--- src/rtl/q_change_logger.sv ---
// rtl/q_change_logger.sv - samples a q bus, timestamps value changes and queues them for a valid/ready consumer
module q_change_logger #(
  parameter int WIDTH = 4,
  parameter int TS_W  = 8,
  parameter int DEPTH = 4
) (
  input  logic                       clk,
  input  logic                       arst,
  input  logic                       mon_en,
  input  logic [WIDTH-1:0]           q_in,
  output logic                       out_valid,
  input  logic                       out_ready,
  output logic [WIDTH-1:0]           out_value,
  output logic [TS_W-1:0]            out_time,
  output logic [$clog2(DEPTH):0]     count,
  output logic                       overflow,
  input  logic                       ovf_clr
);

  localparam int AW = $clog2(DEPTH);
  localparam int EW = WIDTH + TS_W;
  localparam logic [AW:0] FULL_CNT = (AW+1)'(DEPTH);

  // Free-running cycle stamp and change-detect history
  logic [TS_W-1:0]  ts;
  logic             primed;
  logic [WIDTH-1:0] prev;

  // FIFO storage and pointers; the extra pointer bit separates full from empty
  logic [EW-1:0]    mem [DEPTH];
  logic [AW:0]      wr_ptr;
  logic [AW:0]      rd_ptr;

  // Per-cycle decisions
  logic             event_hit;
  logic             full;
  logic             do_pop;
  logic             do_push;
  logic             drop;
  logic [AW:0]      rd_next;
  logic [AW:0]      wr_next;
  logic [AW:0]      cnt_next;
  logic             new_is_head;
  logic [EW-1:0]    push_entry;

  assign count = wr_ptr - rd_ptr;

  // Classify this edge: detect a change, decide push/pop/drop and the next head source
  always_comb begin
    event_hit   = 1'b0;
    full        = 1'b0;
    do_pop      = 1'b0;
    do_push     = 1'b0;
    drop        = 1'b0;
    rd_next     = rd_ptr;
    wr_next     = wr_ptr;
    cnt_next    = count;
    new_is_head = 1'b0;
    push_entry  = {q_in, ts};

    event_hit = mon_en && primed && (q_in != prev);
    full      = (count == FULL_CNT);
    do_pop    = out_valid && out_ready;
    // A pop in the same cycle frees the slot the new entry needs
    do_push   = event_hit && (!full || do_pop);
    drop      = event_hit && full && !do_pop;

    if (do_pop) begin
      rd_next = rd_ptr + (AW+1)'(1);
    end
    if (do_push) begin
      wr_next = wr_ptr + (AW+1)'(1);
    end
    cnt_next = wr_next - rd_next;

    // The pushed entry lands exactly where the next read pointer points only
    // when everything older has been consumed
    new_is_head = do_push && (rd_next == wr_ptr);
  end

  // Timestamp counts every cycle out of reset, independent of monitoring
  always_ff @(posedge clk or posedge arst) begin
    if (arst) begin
      ts <= '0;
    end else begin
      ts <= ts + TS_W'(1);
    end
  end

  // Priming and previous-value tracking; dropping mon_en forces a re-prime
  always_ff @(posedge clk or posedge arst) begin
    if (arst) begin
      primed <= 1'b0;
      prev   <= '0;
    end else begin
      primed <= mon_en;
      if (mon_en) begin
        prev <= q_in;
      end
    end
  end

  // FIFO data array; contents are only meaningful between the pointers
  always_ff @(posedge clk) begin
    if (do_push) begin
      mem[wr_ptr[AW-1:0]] <= push_entry;
    end
  end

  // Pointer updates
  always_ff @(posedge clk or posedge arst) begin
    if (arst) begin
      wr_ptr <= '0;
      rd_ptr <= '0;
    end else begin
      wr_ptr <= wr_next;
      rd_ptr <= rd_next;
    end
  end

  // Registered head: loads the new head entry, holds last values while empty
  always_ff @(posedge clk or posedge arst) begin
    if (arst) begin
      out_valid <= 1'b0;
      out_value <= '0;
      out_time  <= '0;
    end else begin
      out_valid <= (cnt_next != '0);
      if (new_is_head) begin
        out_value <= q_in;
        out_time  <= ts;
      end else if (cnt_next != '0) begin
        {out_value, out_time} <= mem[rd_next[AW-1:0]];
      end
    end
  end

  // Sticky overflow; a drop in the same cycle as a clear keeps it set
  always_ff @(posedge clk or posedge arst) begin
    if (arst) begin
      overflow <= 1'b0;
    end else if (drop) begin
      overflow <= 1'b1;
    end else if (ovf_clr) begin
      overflow <= 1'b0;
    end
  end

endmodule

--- config.mk ---
export PLATFORM = sky130hd
export DESIGN_NAME = q_change_logger
export DESIGN_NICKNAME = d
export VERILOG_FILES = /design/src/rtl/q_change_logger.sv
export SDC_FILE = /design/constraint.sdc
export NUM_CORES = 1
export LEC_CHECK = 0
export CORE_ASPECT_RATIO = 1.2
export CORE_UTILIZATION = 55
export CTS_BUF_LIST = sky130_fd_sc_hd__clkbuf_8
export DETAILED_ROUTE_END_ITERATION = 6
export HOLD_SLACK_MARGIN = 0.1
export PLACE_DENSITY = 0.79
export SYNTH_ARGS = -nofsm -noshare
export SYNTH_HDL_FRONTEND = slang
export SYNTH_SLANG_ARGS = --single-unit
--- constraint.sdc ---
create_clock -name clk -period 10.8 [get_ports clk]
set_clock_uncertainty 0.1 [all_clocks]
set_input_delay 1.08 -clock clk [delete_from_list [all_inputs] [get_ports clk]]
set_output_delay 1.08 -clock clk [all_outputs]
set_load 0.005 [all_outputs]
* Word-level counts from Yosys, hierarchy flattened
Memory sizes are Yosys's and may differ from the RTL's. Cells that the tools add are included.
Cells by class: add/subtract/negate cells 5, multiply operators 0, div/mod/pow operators 0, $lt $le $gt $ge 0, equal/unequal tests 3, shift operators 0, muxes and demuxes 10, bitwise gates (word level) 0, reductions and logical operators 13
Operators by type and width (number):
- 8-bit two-way mux | 2
- 8-bit by 1-bit adder with 8-bit output, second input constant | 1
- 4-bit two-way mux | 2
- 1-bit logical AND | 7
- 3-bit by 1-bit adder with 3-bit output, second input constant | 2
- 3-bit two-way mux | 2
- 3-bit subtractor | 2
- 1-bit two-way mux | 4
- 4-bit != test | 1
- 2-bit nonzero test | 2
- 3-bit == test | 1
- 3-bit == test, second input constant | 1
- 3-bit nonzero test | 1
- 1-bit logical NOT | 2
- 1-bit logical OR | 1
Word-level totals: bits in registers 33, latch bits 0, RAM bits 48, ROM bits 0, input bits 9, output and inout bits 17, word-level logic and storage cells 41, memories 1
Memories:
- mem | words 4, bits a word 12, read ports 1, clocked after memory_dff 0, write ports 1, line 30 | logic [EW-1:0] mem [DEPTH];

* Logic depth before layout (Yosys ltp)
Gate-level depths: netlist (run 1).
depth in word-level cells 10, gate-level depth with buffers 17, depth with buffers taken out 15

* Least setup slack after synthesis (run 1)
No wires, ideal clock.
path kind input -> register, start point in q_in[2], end point reg out_time[0], data arrival time 3.419 ns, required time 10.580 ns, path slack 7.161 ns, cell stages on the path 13, buffers on the path 2, path through xnor2_1 > a41o_1 > nor2b_4 > buf_6 > o21ai_0 > ha_1 > and2_1 > clkbuf_1 > nand2_1 > nor3_1 > o31ai_2 > a32o_1 > a31o_1
Between the ends: word-level cells in the longest chain between the ends 7, elaborated cells on any way between the ends 9, classes of those cells add/sub (1); eq/ne (1); mux (2); reduce/logical (5)
RTL lines:
- start: declaration | line 10 | input logic [WIDTH-1:0] q_in,
- 4-bit != test | line 61 | event_hit = mon_en && primed && (q_in != prev);
- 1-bit logical AND | line 61
- 1-bit logical AND | line 65 | do_push = event_hit && (!full || do_pop);
- 3-bit two-way mux | line 71 | if (do_push) begin
- via wr_next[1] | line 41 | logic [AW:0] wr_next;
- 3-bit subtractor | line 74 | cnt_next = wr_next - rd_next;
- 3-bit nonzero test | line 132 | end else if (cnt_next != '0) begin
- 2-bit nonzero test (no source line)
- end signal: assignment | line 131 | out_time <= ts;
- end signal: assignment | line 133 | {out_value, out_time} <= mem[rd_next[AW-1:0]];
- end: declaration | line 14 | output logic [TS_W-1:0] out_time,
The timed path passes the listed nets, and every way through them passes these cells. A chain may end at the register's enable or synchronous reset.

* Worst setup path after layout (run 1)
start point in q_in[3], end point reg out_time[1]
Same word-level chain as after synthesis.

==> flow_summary.json, run 1 <==
{
  "slew_viol_final": 0,
  "fin_area_sq_mm": 0.00421,
  "diodes": 0,
  "ant_nets": 0,
  "syn_avg_cell_area_sq_um": 15.7,
  "ir_worst_vdd_v": 0.000154,
  "hold_class": "flop to flop",
  "critPathCaptureType": "flop",
  "via_per_inst": 5.82,
  "core-area_sq_mm": 0.00641,
  "synth_edf_count": 48,
  "tns_ns": 0,
  "dr.pass1.iters": 4,
  "wl_mm": 6.99,
  "remaining_drc_errors": 0,
  "hold_violations": 0,
  "drive_gt1_frac": 0.126,
  "grt_overflow_total": 0,
  "ys_ff_latch": 81,
  "pre_cts_slack_ns": 6.15,
  "start_util": 0.570,
  "slowest_stage": "clkdlybuf4s50_1",
  "finalWeightedCongestion": 0.873,
  "die_area_sq_mm": 0.00697,
  "ctsHtreeMaxLevel": 3,
  "grt_pass1_vias": 2127,
  "power_density_mw_per_mm2": 322,
  "clkSinkCount": 81,
  "placed_cell_area_sq_mm": 0.00398,
  "ctsLongestPathBuffers": 2,
  "startpoint_type": "input port",
  "finalWorstSetupSlack_ns": 6.48,
  "finalSetupViolations": 0,
  "crit_start": "q_in[3]",
  "synth_top_flop_cell": "edfxtp_1",
  "synth_cell_types": 49,
  "ys_warn_count": 0,
  "required_ns": 10.90,
  "syn_area_sq_mm": 0.00365,
  "grt_pass1_wl_mm": 11.4,
  "netlist_top_cells_area": "edfxtp_1 (39%), dfrtp_1 (23%), mux4_1 (7.2%)",
  "fin_nets": 283,
  "syn_nets": 251,
  "seq_area_frac_synth": 0.621,
  "reg2reg_from": "wr_ptr[0]$_DFF_PP0_",
  "rows": 32,
  "cts_tree": "yes",
  "clk_pin_slew_ns": 0.08,
  "crit_arrival_ns": 4.42,
  "synth_top_area_frac": 0.395,
  "slew_headroom": 0.349,
  "path_cells": "clkdlybuf4s50_1 -> xnor2_1 -> a41o_1 -> nor2b_4 -> o21ai_0 -> ha_1 -> a21oi_1 -> xnor2_1 -> o21ai_0 -> o22ai_2 -> a21oi_1",
  "final_core_utilization": 0.657,
  "antenna_found_initial": 0,
  "placedCellCount": 338,
  "syn_inst": 232,
  "max_stage_delay_ns": 0.63,
  "crit_fanout": 13,
  "hp-start": "out_time[2]$_DFFE_PP0P_",
  "fin_crit_sh": 0.400,
  "area_delta_synth_final_pct": 15.3,
  "cts_inserted_buffers": 9,
  "vias": 2062,
  "cts_resized": 0,
  "ctsHoldBuffers": 0,
  "synth.largest_area_cell": "edfxtp_1",
  "timing.hold.ws_ns": 0.423,
  "worstSetupPathType": "input port to flop",
  "io_buffers": 25,
  "finalNonFillerCells": 354,
  "grt_max_degree": 34,
  "synth.most_common_cell": "edfxtp_1",
  "dp_hpwl_mm": 4.56,
  "min_period_ns": 4.32,
  "clock_latency_ns": 0.35,
  "async_flop_share": 0.407,
  "rsz0062_at_grt": "no",
  "max_cap_violations": 0,
  "tightest_slew_ns": 0.976,
  "grt_usage": 0.227,
  "cts_setup_buffers": 0,
  "synth_common_cells": "edfxtp_1 (48), dfrtp_1 (33), xnor2_1 (14)",
  "avgRoutedWirePerCell_microns": 19.8,
  "root_buffer": "clkbuf_8",
  "num_io_pins": 26,
  "outcome": "finished, final reports clean",
  "drt_iter0_drc": 200,
  "die-height_microns": 91.3,
  "die_w_microns": 76.4,
  "p_leak_nw": 1.63,
  "power_mw": 1.36,
  "max_freq_mhz": 232
}
## state kept, by name, indices dropped and copies added, names as in the netlist
register,count
wr_ptr,3
prev,4
out_valid,1
overflow,1
ts,8
out_time,8
rd_ptr,3
out_value,4
mem,48
primed,1
## layout by cell type, fill, tap and decap left out, types with 6 or more instances in the layout
master and count:
nand3_1 7, ha_1 9, nand2_1 10, nor2_1 9, a21oi_1 10, clkdlybuf4s50_1 25
dfrtp_1 33, edfxtp_1 48, o32ai_1 6, clkbuf_8 9, xnor2_1 14, inv_1 13
mux4_1 10
## where the power goes
part           switching, mW  total [mW]  internal (mW)
combinational          0.346       0.669          0.323
sequential            0.0414       0.433          0.392
clock                  0.102       0.253          0.151
## final cells by class
cell class,count,area (sq um)
Clock inverter,7,109
Clock buffer,9,124
Timing Repair Buffer,26,258
Sequential cell,81,2270
Inverter,13,48.8
Tap cell,85,106
Multi-Input combinational cell,133,1300
Fill cell,468,2190
## metal layers
layer / vias to the layer above / GRT usage / wire length (microns)
li1: 963 / - / -
met1: 1033 / 0.308 / 3010
met2: 56 / 0.360 / 3580
met3: 10 / 0.0281 / 288
met4: 0 / 0.123 / 114
met5: - / 0 / 0
## path summary, 6_finish.rpt
path / cells after the start / slack, ns / endpoint
max: 11 / 6.48 / out_time[1]$_DFFE_PP0P_
min: 1 / 0.42 / out_time[2]$_DFFE_PP0P_
max reg2reg: 13 / 6.67 / out_time[1]$_DFFE_PP0P_
min reg2reg: 1 / 0.42 / out_time[2]$_DFFE_PP0P_
max in group asynchronous: 3 / 9.25 / prev[3]$_DFFE_PP0P_
min in group asynchronous: 3 / 1.03 / ts[6]$_DFF_PP0_
## logic make-up (layout without fill, tap and decap cells)
family,count (synthesis),in the layout,synth area share
XOR/XNOR,21,21,0.0647
AND/OR/NAND/NOR,43,43,0.0627
AO/OA/AOI/OAI,42,42,0.0911
multiplexers,17,17,0.101
adder cells (fa/ha/maj),10,10,0.0363
buffers and inverters,18,55,0.0236
flip-flops,81,81,0.621
## worst max-delay path, delay by kind of cell
family / cells / cell delay, ns
compound gates: 6 / 1.64
simple gates: 1 / 0.30
xor+xnor: 2 / 0.38
buf+inv: 1 / 0.63
fa+ha+maj: 1 / 0.39
Power figures use the tool's default switching activity.
==> inputs of run 2 (changes only) <==
--- a/config.mk
+++ b/config.mk
@@ -10,7 +10,7 @@
 export CTS_BUF_LIST = sky130_fd_sc_hd__clkbuf_8
 export DETAILED_ROUTE_END_ITERATION = 6
 export HOLD_SLACK_MARGIN = 0.1
-export PLACE_DENSITY = 0.79
+export PLACE_DENSITY = 0.82
 export SYNTH_ARGS = -nofsm -noshare
 export SYNTH_HDL_FRONTEND = slang
 export SYNTH_SLANG_ARGS = --single-unit
==> constraint.sdc (replaced) <==
create_clock -name clk -period 3.8 [get_ports clk]
set_clock_uncertainty 0.1 [all_clocks]
set_input_delay 0.38 -clock clk [delete_from_list [all_inputs] [get_ports clk]]
set_output_delay 0.38 -clock clk [all_outputs]
set_load 0.005 [all_outputs]
==> run 2 against run 1 <==
  * Utilization increased by 1.4 points
  * Combinational power rose to 3.1 times the previous value
  * Register-to-register slack lost 6.5 ns
  * Cell area increased by 2.1%
  * Setup slack worse by 6.3 ns
  * Non-clock buffer count is 13 higher
  * Hold slack worse by 0.077 ns
  * Via count rose by 2.6%
==> flow_summary.json, run 2 (synthesis gave the netlist of run 1 again) <==
{
  "outcome": "finished, final reports clean",
  "grt_use_met2": 0.380,
  "grt_usage": 0.223,
  "grt_max_degree": 19,
  "worst_path_most_repeated_cell": "nand2_1",
  "cts_inserted_buffers": 9,
  "core-area_sq_mm": 0.00641,
  "pre_cts_slack_ns": -0.0280,
  "worstSetupPathDepth": 15,
  "die_w_microns": 76.4,
  "fin_nets": 297,
  "area_delta_synth_final_pct": 17.8,
  "rows": 32,
  "max_cap_violations": 0,
  "remaining_drc_errors": 0,
  "required_ns": 3.93,
  "hold_class": "input port to async pin",
  "drt_iter0_drc": 134,
  "hold_violations": 0,
  "grt_pass1_wl_mm": 11.3,
  "die-height_microns": 91.3,
  "reg2reg_from": "wr_ptr[0]$_DFF_PP0_",
  "r2r_slack_ns": 0.21,
  "drive_gt1_frac": 0.194,
  "avgRoutedWirePerCell_microns": 19.3,
  "ant_nets": 0,
  "startpoint_type": "flop",
  "met1_usage": 0.268,
  "antenna_found_initial": 0,
  "finalWeightedCongestion": 0.796,
  "min_period_ns": 3.59,
  "wl_mm": 7.09,
  "die_area_sq_mm": 0.00697,
  "clkSinkCount": 81,
  "dp_hpwl_mm": 4.71,
  "worstSetupPathType": "flop to flop",
  "reg2reg_depth": 15,
  "path_cells": "inv_1 -> ha_1 -> fa_1 -> xor3_2 -> nand4_2 -> nor2b_4 -> nand2_1 -> o21ai_1 -> ha_2 -> and2_1 -> nand2_1 -> nor3_2 -> o31a_1 -> o32ai_1 -> a21oi_1",
  "diodes": 0,
  "power_density_mw_per_mm2": 907,
  "fin_crit_sh": 0.945,
  "grt_util_met3": 0.0492,
  "crit_arrival_ns": 3.72,
  "grt_pass1_vias": 2230,
  "critPathCaptureType": "flop",
  "largest_reg_flops": 48,
  "slew_headroom": 0.481,
  "cp_top_family": "adder cells",
  "crit_fanout": 6,
  "rsz0062_at_grt": "no",
  "via_per_inst": 5.75,
  "io_buffers": 25,
  "fill_cells": 449,
  "finalSetupViolations": 0,
  "grt_overflow_total": 0,
  "root_buffer": "clkbuf_8",
  "num_io_pins": 26,
  "ir_worst_vdd_v": 0.000609,
  "max_freq_mhz": 279,
  "dr.pass1.iters": 4,
  "endpoint": "out_value[1]$_DFFE_PP0P_",
  "ctsHtreeMaxLevel": 3,
  "clock_latency_ns": 0.35,
  "ctsHoldBuffers": 0,
  "grt.busiest_layer": "met2",
  "slowest_stage": "dfrtp_1",
  "slew_viol_final": 0,
  "final_core_utilization": 0.671,
  "power_mw": 3.90,
  "finalWorstSetupSlack_ns": 0.209,
  "max_stage_delay_ns": 0.43,
  "cp_num_buf_inv": 1,
  "final_cell_mix": "edfxtp_1 (48), dfrtp_1 (33), clkdlybuf4s50_1 (25)",
  "vias": 2115,
  "clk_pin_slew_ns": 0.08,
  "crit_start": "wr_ptr[0]$_DFF_PP0_",
  "start_util": 0.570,
  "cts_tree": "yes",
  "r2r_end": "out_value[1]$_DFFE_PP0P_",
  "final_common_cell": "edfxtp_1",
  "p_leak_nw": 1.69,
  "ctsLongestPathBuffers": 2,
  "tightest_slew_ns": 0.778,
  "tns_ns": 0
}
-- run 2: cell types whose count changed in the layout (fill, tap and decap cells not counted), moves of 2 or more --
cell / before / now
a21oi_1: 10 / 8
buf_4: 1 / 14
bufinv_16: 3 / 1
clkinv_2: 0 / 4
clkinv_1: 3 / 0
-- run 2: repair_timing --
item / 4_1_cts / 5_1_grt
endpoints found under the hold margin: 0 / 0
gates cloned: 0 / 1
gates resized for setup: 1 / 6
buffers inserted: 0 / 2
setup endpoints to repair: 3 / 11
pin swaps: 0 / 1
-- run 2: how the worst min path moves through the flow --
stage	cells after the start	slack, ns	startpoint	endpoint
2_1_floorplan	0	0.31	mon_en	primed$_DFF_PP0_
3_3_place_gp	1	0.40	out_time[3]$_DFFE_PP0P_	out_time[3]$_DFFE_PP0P_
3_5_place_dp	1	0.40	out_time[3]$_DFFE_PP0P_	out_time[3]$_DFFE_PP0P_
4_1_cts	2	0.36	arst	out_time[4]$_DFFE_PP0P_
5_1_grt	2	0.42	arst	out_time[2]$_DFFE_PP0P_
6_report	2	0.35	arst	out_time[2]$_DFFE_PP0P_
-- run 2: where the power goes --
| part | switching [mW] | total (mW) | internal, mW |
|---|---|---|---|
| clock network | 0.300 | 0.597 | 0.298 |
| logic | 1.05 | 2.09 | 1.04 |
| registers | 0.0966 | 1.21 | 1.11 |
-- run 2: layer usage --
layer	wire length (microns)	part of all wire	vias up
met4	170	0.024	0
met5	0	0	-
met2	3740	0.53	42
li1	-	-	986
met3	232	0.033	12
met1	2950	0.42	1075
-- run 2: layout make-up --
type | instances | area, sq um | area share
clock buffer | 9 | 124 | 0.0288
clock inverter | 7 | 62.6 | 0.0145
inverter | 13 | 48.8 | 0.0113
multi-input combinational | 134 | 1340 | 0.311
sequential | 81 | 2270 | 0.527
tap | 85 | 106 | 0.0247
timing repair buffer | 39 | 355 | 0.0826
-- run 2: metrics by stage --
step	instances	cell area [sq um]	hold WS, ns
2_1_floorplan	232	3650	0.311
3_3_place_gp	349	4060	0.398
3_5_place_dp	349	4060	0.400
4_1_cts	365	4250	0.363
5_1_grt	368	4300	0.417
6_report	368	4300	0.345
